**src/rtl/alu_digit_serial.sv**
```systemverilog
// Digit-serial binary/BCD add/subtract unit: one 4-bit digit per clock, LSD first.
// Result and N/Z/C/V are registered on entry to DONE and held until the next completion.
//
// state  | meaning
// IDLE   | waiting for START
// RUN    | processing digit idx, carry held in carry_q
// DONE   | one-cycle completion pulse; START here begins the next operation
module alu_digit_serial #(
  parameter int DIGITS = 4
) (
  input  logic                  CLK,
  input  logic                  RST_N,
  input  logic                  START,
  input  logic [4*DIGITS-1:0]   INA,
  input  logic [4*DIGITS-1:0]   INB,
  input  logic                  SBC,
  input  logic                  CIN,
  input  logic                  BCD,
  output logic                  BUSY,
  output logic                  DONE,
  output logic [4*DIGITS-1:0]   OUT,
  output logic                  N,
  output logic                  Z,
  output logic                  C,
  output logic                  V
);

  localparam int WIDTH = 4 * DIGITS;
  localparam int IDX_W = (DIGITS > 1) ? $clog2(DIGITS) : 1;
  localparam logic [IDX_W-1:0] LAST = IDX_W'(DIGITS - 1);

  typedef enum logic [1:0] {S_IDLE, S_RUN, S_DONE} state_t;

  state_t            state;
  logic [WIDTH-1:0]  a_q;
  logic [WIDTH-1:0]  b_q;
  logic [WIDTH-1:0]  b_eff;
  logic [WIDTH-1:0]  shadow_q;
  logic [WIDTH-1:0]  shadow_nxt;
  logic              sbc_q;
  logic              bcd_q;
  logic              carry_q;
  logic [IDX_W-1:0]  idx_q;
  logic [3:0]        dig_a;
  logic [3:0]        dig_b;
  logic [3:0]        dig;
  logic [4:0]        sum;
  logic              co;

  assign b_eff = sbc_q ? ~b_q : b_q;

  always_comb begin
    dig_a = a_q[4*int'(idx_q) +: 4];
    dig_b = b_eff[4*int'(idx_q) +: 4];
    sum   = {1'b0, dig_a} + {1'b0, dig_b} + {4'b0000, carry_q};
    dig   = sum[3:0];
    co    = sum[4];
    if (bcd_q) begin
      if (!sbc_q) begin
        co = (sum > 5'd9);
        if (sum > 5'd9) dig = sum[3:0] + 4'd6;
      end else begin
        // decimal subtract: no carry out of the nibble means a borrow, correct by +10
        co = sum[4];
        if (!sum[4]) dig = sum[3:0] + 4'd10;
      end
    end
    shadow_nxt = shadow_q;
    shadow_nxt[4*int'(idx_q) +: 4] = dig;
  end

  always_ff @(posedge CLK or negedge RST_N) begin
    if (!RST_N) begin
      state    <= S_IDLE;
      a_q      <= '0;
      b_q      <= '0;
      shadow_q <= '0;
      sbc_q    <= 1'b0;
      bcd_q    <= 1'b0;
      carry_q  <= 1'b0;
      idx_q    <= '0;
      BUSY     <= 1'b0;
      DONE     <= 1'b0;
      OUT      <= '0;
      N        <= 1'b0;
      Z        <= 1'b0;
      C        <= 1'b0;
      V        <= 1'b0;
    end else begin
      case (state)
        S_IDLE: begin
          if (START) begin
            a_q     <= INA;
            b_q     <= INB;
            sbc_q   <= SBC;
            bcd_q   <= BCD;
            carry_q <= CIN;
            idx_q   <= '0;
            BUSY    <= 1'b1;
            state   <= S_RUN;
          end
        end
        S_RUN: begin
          shadow_q <= shadow_nxt;
          carry_q  <= co;
          if (idx_q == LAST) begin
            OUT   <= shadow_nxt;
            N     <= shadow_nxt[WIDTH-1];
            Z     <= (shadow_nxt == '0);
            C     <= co;
            V     <= (a_q[WIDTH-1] == b_eff[WIDTH-1]) && (shadow_nxt[WIDTH-1] != a_q[WIDTH-1]);
            BUSY  <= 1'b0;
            DONE  <= 1'b1;
            state <= S_DONE;
          end else begin
            idx_q <= idx_q + IDX_W'(1);
          end
        end
        S_DONE: begin
          DONE <= 1'b0;
          if (START) begin
            a_q     <= INA;
            b_q     <= INB;
            sbc_q   <= SBC;
            bcd_q   <= BCD;
            carry_q <= CIN;
            idx_q   <= '0;
            BUSY    <= 1'b1;
            state   <= S_RUN;
          end else begin
            state <= S_IDLE;
          end
        end
        default: state <= S_IDLE;
      endcase
    end
  end

endmodule

```
**config.mk**
```make
export PLATFORM = sky130hd
export DESIGN_NAME = alu_digit_serial
export DESIGN_NICKNAME = d
export VERILOG_FILES = /design/src/rtl/alu_digit_serial.sv
export SDC_FILE = /design/constraint.sdc
export NUM_CORES = 1
export LEC_CHECK = 0
export ABC_CLOCK_PERIOD_IN_PS = 5900
export CORE_AREA = 2 2 92 94
export CTS_BUF_LIST = sky130_fd_sc_hd__clkbuf_8
export DETAILED_ROUTE_END_ITERATION = 8
export DIE_AREA = 0 0 94 96
export PLACE_DENSITY = 0.75
export RECOVER_POWER = 50
export SLEW_MARGIN = 20
export SYNTH_ARGS = -nofsm -noshare
export SYNTH_HDL_FRONTEND = slang
export SYNTH_SLANG_ARGS = --single-unit
```
**constraint.sdc**
```tcl
create_clock -name CLK -period 5.9 [get_ports CLK]
set_input_delay 0.885 -clock CLK [delete_from_list [all_inputs] [get_ports CLK]]
set_output_delay 0.885 -clock CLK [all_outputs]
set_load 0.01 [all_outputs]
```
==> results of run 1 <==
[registers in the layout, summed over array words and instances, names as in the netlist, 2 cells and up]
signal and cells:
shadow_q 16, state 2, idx_q 2, OUT 16, a_q 16, b_q 16
[synthesized netlist by cell type (4+ instances only)]
cell type / n / area [um2]
nand2_1: 136 / 510.5
dfrtp_1: 76 / 1902
nor2_1: 32 / 120.1
o21ai_0: 29 / 145.1
a21oi_1: 16 / 80.08
clkbuf_1: 14 / 52.55
inv_1: 14 / 52.55
ha_1: 11 / 137.6
mux4_2: 8 / 180.2
nand3_1: 7 / 35.03
nor2b_1: 7 / 43.79
nor3_1: 6 / 30.03
a221oi_1: 5 / 43.79
a31oi_1: 4 / 25.02
o31ai_1: 4 / 30.03
xnor2_1: 4 / 35.03
[kinds of logic after synthesis]
group | synth area share (%)
buf+inv | 3.807
compound gates | 13.96
mux | 5.679
fa+ha+maj | 4.505
simple gates | 21.89
xor+xnor | 1.935
flops | 48.22
[through the flow]
step	instances	utilization, %
global placement	570	56.97
detailed placement	570	56.97
CTS	586	59.49
floorplan	424	-
global route	586	59.39
finish	586	59.39
[worst register-to-register path: stages (launching register included)]
cell and delay (ps):
dfrtp_1 800, mux4_2 600, xnor2_1 190, fa_1 210, inv_1 60, fa_1 420
xnor2_2 220, ha_1 260, or3b_1 370, nor2_1 130, a31oi_1 90, mux2i_4 340
nand2_1 170, o21ai_0 230
[path summary, 6_finish.rpt]
check | endpoint | cells after the start | startpoint
max | shadow_q[7] | 13 | idx_q[0]
min | b_q[6] | 2 | b_q[6]
max reg2reg | shadow_q[7] | 13 | idx_q[0]
min reg2reg | b_q[6] | 2 | b_q[6]
max in group asynchronous | Z | 1 | RST_N
min in group asynchronous | OUT[3] | 1 | RST_N
[metal layers]
| layer | vias to the layer above | GRT usage, % | wire [um] |
|---|---|---|---|
| met2 | 122 | 35.65 | 4261 |
| met3 | 22 | 4.699 | 529 |
| li1 | 1534 | - | - |
| met4 | 0 | 7.850 | 202 |
| met5 | - | 0 | 0 |
| met1 | 1463 | 26.70 | 3753 |
[cell type report]
type / count / area, um2
inverter: 15 / 56.30
sequential: 76 / 1902
clock inverter: 5 / 51.30
clock buffer: 11 / 151.4
multi-input combinational: 313 / 1898
fill: 709 / 3269
timing repair buffer: 61 / 591.8
tap: 105 / 131.4
==> key figures, run 1 <==
Clock tree
  – CTS tree: yes
  – Post_cts resized: 0
  – CTS Buffer Depth: 2
  – CTS Buf Count: 9
  – Setup Buffers After CTS: 0
  – Root buf cell: clkbuf_8
  – CTS H-tree depth: 3
  – # clock sinks: 76
  – Worst-path clk slew: approximately 70 ps
  – Hold buffers post-CTS: 0
  – Clk_lat worst skew: 350 ps

Floorplanning
  – Die area: about 0.009 mm2
  – I/O pin cnt: 60
  – DIE HEIGHT: 96 um
  – Core Area: around 0.008 mm2
  – Starting Density: ~50%
  – Die width: about 94 um
  – # rows: 33

Timing
  – Setup TNS: 0 ps
  – Max Freq: 0.2398 GHz
  – Max_slew headroom: -163.4%
  – RSZ-0062 raised after global routing: no
  – Post-Route Skew: 10.88 ps
  – Final setup vio count: 0
  – Final Hold Violating Endpoints: 0
  – Slew @ Worst Pin: just under 4000 ps
  – Fin. max-slew vios: 77
  – Post-layout minimum cycle time: ~4200 ps
  – Minimum hold slack: 476.1 ps
  – Period utilization: between 70% and 80%
  – Worst setup margin: roughly 1700 ps

Synth
  – Mean area per synthesized cell: between 9 and 10 um2
  – Most used DFF post-synth: dfrtp_1
  – Synthesis warning total: 0
  – Post-synthesis register bit count: 76
  – Sequential share of the synthesized area: between 40% and 50%
  – Asr flop ratio synth: 100.0%
  – Post-synthesis net count: roughly 480
  – Post-synth EDFFs: 0
  – Cells after Synth: roughly 420
  – Post-Syn Area: between 0.003 and 0.004 mm2
  – Synth cell types: 53

Run status
  – Status: finished with violations
  – Failing checks: max-capacitance violations, max-slew violations

Final layout
  – Commonest non-fill, non-tap cell in the layout: nand2_1
  – Post-route cell area: around 0.0048 mm2
  – Layout area overhead: 21.26%
  – Most frequent cells in the layout: nand2_1, dfrtp_1, clkdlybuf4s50_1
  – Final nets: between 500 and 600
  – Share of cells above drive strength 1: 8.524%
  – N_diodes: 0

Setup path
  – Worst Path Required: ~6200 ps
  – Crit path cell chain: mux4_2 -> xnor2_1 -> fa_1 -> inv_1 -> fa_1 -> xnor2_2 -> ha_1 -> or3b_1 -> nor2_1 -> a31oi_1 -> mux2i_4 -> nand2_1 -> o21ai_0
  – CP endpoint kind: register
  – CP Max Fanout: 14
  – CP Class: register to register
  – CP Data Arrival Time: between 4000 and 5000 ps
  – Critical Path Start Type: register
  – Critical-path top delay cell: dfrtp_1
  – Max stage delay on crit path: ~800 ps
  – Register-to-Register Setup Slack: 1730 ps
  – Critical path buffer and inverter count: 1
  – Top delay family on crit path: multiplexers
  – CP most frequent cell: fa_1

Drt
  – Antenna-violating nets left: 0
  – Initial DRC count: 170
  – Vias: ~3100
  – Routed len/inst: 14.93 um
  – Residual DRC: 0
  – DRT Wirelength: 8747 um
  – First-pass detailed-route iteration total: 5
  – Drt via density: 5.360

Placement
  – Hpwl dp: ~6300 um
  – # port buffers: 59
  – Dpl ws: 1728 ps
  – Area after DPL: 0.004587 mm2
  – Routability cong.: between 0.9 and 1

Global routing
  – Initial antenna violation count: 0
  – Pin count of the biggest net entering global routing: 77
  – Total gr overflow: 0
  – Number of global-route vias before repair: 3095
  – First-pass GRT wire length: roughly 15000 um
  – GRT Total Usage: 21.09%

Flow run
  – Max-cap violation count: 1

Min path
  – Min-Delay Path Class: register to register
Power of run 1 is left out: the tool's default activity adds up to more than one toggle a clock period on the data nets, which glitch-free logic cannot reach.
==> run 2: changes to the inputs <==
Settings changed: ABC_CLOCK_PERIOD_IN_PS 5900 to 3500, PLACE_DENSITY 0.75 to 0.78.
Clock period 5.9 ns to 3.5 ns, I/O delays scaled along.
==> run 2 against run 1 <==
Net effect:
- clock-buffer cell count down 2
- the flow finishes with violations (max-capacitance violations, max-slew violations, negative setup slack)
- core utilization grew 2.4 points
- maximum frequency is 18% higher
- first-iteration DRC count up 31%
==> key figures, run 2 (synthesis results as in run 1) <==
Placement
  – Area after DPL: 0.004686 mm2 (+2.2%)
  – Routability cong.: 0.9258 (-2.0%)
  – Hpwl dp: 6636 um (+5.5%)
  – # port buffers: 59 (unchanged)

Global routing
  – Number of global-route vias before repair: 3230 (+4.4%)
  – First-pass GRT wire length: 15350 um (+4.0%)
  – Met2 Track Usage GR: 37.62% (+2.0 points)
  – GRT Total Usage: 22.34% (+1.2 points)
  – Pin count of the biggest net entering global routing: 77 (unchanged)
  – GR peak layer: met2
  – Initial antenna violation count: 0 (unchanged)
  – Total gr overflow: 0 (unchanged)
  – GRT met3 Usage: 4.307% (-0.39 points)
  – M1 GR Usage: 27.87% (+1.2 points)

Floorplanning
  – I/O pin cnt: 60 (unchanged)
  – Starting Density: 48.98% (unchanged)
  – Die width: 94 um (unchanged)
  – DIE HEIGHT: 96 um (unchanged)
  – Die area: 0.009024 mm2 (unchanged)
  – # rows: 33 (unchanged)
  – Core Area: 0.008051 mm2 (unchanged)

Final layout
  – Share of cells above drive strength 1: 15.42% (+6.9 points)
  – Most frequent cells in the layout: nand2_1, dfrtp_1, clkdlybuf4s50_1
  – Commonest non-fill, non-tap cell in the layout: nand2_1
  – Final nets: 539 (+2.3%)
  – Fill count: 685 (-3.4%)
  – N_diodes: 0 (unchanged)
  – Layout area overhead: 26.08%
  – Post-route cell area: 0.004972 mm2 (+4.0%)

Timing
  – Final Hold Violating Endpoints: 0 (unchanged)
  – Fin. max-slew vios: 77 (unchanged)
  – Period utilization: 100.8% (+30 points)
  – Post-layout minimum cycle time: 3528 ps (-642.2 ps)
  – Slew @ Worst Pin: 1891 ps (-2060 ps)
  – Max_slew headroom: -26.04% (+140 points)
  – Max Freq: 0.2834 GHz (+18%)
  – Worst setup margin: -28.05 ps (-1758 ps)
  – Final setup vio count: 6 (+6)
  – RSZ-0062 raised after global routing: yes
  – Post-Route Skew: 7.450 ps (-3.428 ps)

Clock tree
  – Hold buffers post-CTS: 0 (unchanged)
  – CTS Buf Count: 9 (unchanged)
  – Clk_lat worst skew: 360 ps (about the same)
  – Root buf cell: clkbuf_8
  – # clock sinks: 76 (unchanged)
  – Worst-path clk slew: 80 ps (about the same)
  – CTS tree: yes
  – CTS H-tree depth: 3 (unchanged)
  – CTS Buffer Depth: 2 (unchanged)

Setup path
  – CP endpoint kind: register
  – Crit path cell chain: mux4_2 -> xnor2_2 -> fa_2 -> inv_2 -> fa_2 -> xnor2_4 -> ha_4 -> or3b_4 -> nor2_4 -> a31oi_2 -> mux2i_4 -> mux2i_1 -> a21oi_1
  – CP Max Fanout: 7 (-7)
  – Critical Path Start Type: register
  – Critical path buffer and inverter count: 1 (unchanged)
  – CP Data Arrival Time: 3770 ps (-660 ps)
  – CP most frequent cell: fa_2
  – Max stage delay on crit path: 540 ps (-260 ps)
  – Register-to-Register Setup Slack: -30 ps (-1760 ps)
  – Critical-path top delay cell: mux4_2
  – CP Class: register to register
  – Worst Path Required: 3740 ps (-2420 ps)
  – Top delay family on crit path: multiplexers

Drt
  – Routed len/inst: 15.75 um (+5.5%)
  – First-pass detailed-route iteration total: 4 (-1)
  – DRT Wirelength: 9418 um (+7.7%)
  – Initial DRC count: 223 (+31%)
  – Drt via density: 5.470 (+2.0%)
  – Residual DRC: 0 (unchanged)
  – Vias: 3271 (+4.1%)
  – Antenna-violating nets left: 0 (unchanged)

Run status
  – Status: finished with violations
  – Failing checks: max-capacitance violations, max-slew violations, negative setup slack

Flow run
  – Max-cap violation count: 1 (unchanged)

Min path
  – Min-Delay Path Class: register to register
## run 2: changes by cell type in the layout (fill, tap and decap cells not counted), sizes merged
cell           delta
clkdlybuf4s50     +1
clkinv            +1
dlygate4sd3       -1
inv               +1
clkbuf            -3
buf              +13
## run 2: final cells by class
type                    instances  area [um2]  share of cell area (%)
repair buffers                 73       686.9                   13.81
multi-input cells             313        2012                   40.46
clock inverters                 7       60.06                   1.208
flip-flops and latches         76        1902                   38.25
clock buffers                   9       123.9                   2.491
well taps                     105       131.4                   2.642
inverters                      15       56.30                   1.132
## run 2: per-layer routing
layer | wire length, um | vias to the layer above
li1 | - | 1554
met1 | 3928 | 1574
met2 | 4731 | 115
met3 | 435 | 28
met4 | 323 | 0
met5 | 0 | -
## run 2: per-stage QoR
| stage | setup TNS (ps) | cells | util, % | setup WS (ps) | hold WS (ps) |
|---|---|---|---|---|---|
| 3_3_place_gp | 0 | 579 | 58.20 | 68.03 | 452.8 |
| 6_report | -87.27 | 598 | 61.76 | -28.05 | 475.0 |
| 2_1_floorplan | -65.31 | 424 | - | -28.46 | 229.4 |
| 5_1_grt | -1583 | 598 | 61.76 | -153.8 | 499.6 |
| 3_5_place_dp | -346.1 | 579 | 58.20 | -80.87 | 457.9 |
| 4_1_cts | 0 | 597 | 60.75 | 4.188 | 339.6 |
## run 2: path summary, 6_finish.rpt
kind,end,startpoint,cells after the start
min reg2reg,a_q[13],a_q[13],2
min,a_q[13],a_q[13],2
min in group asynchronous,OUT[5],RST_N,1
max in group asynchronous,OUT[12],RST_N,1
max,V,idx_q[0],13
max reg2reg,V,idx_q[0],13
## run 2: repair_timing
| action | 4_1_cts | 5_1_grt |
|---|---|---|
| resized for setup | 1 | 22 |
| pin swaps | 2 | 6 |
| setup endpoints to repair | 9 | 23 |
| setup buffers | 2 | 1 |
## run 2: worst reg2reg max path, delay by kind of cell (launching register included)
family / cells / cell delay (ps)
adder cells (fa/ha/maj): 3 / 810
flip-flops: 1 / 420
XOR/XNOR: 2 / 340
multiplexers: 3 / 1140
buffers and inverters: 1 / 40
AO/OA/AOI/OAI: 2 / 140
AND/OR/NAND/NOR: 2 / 520
Power of run 2 is left out for the same reason.
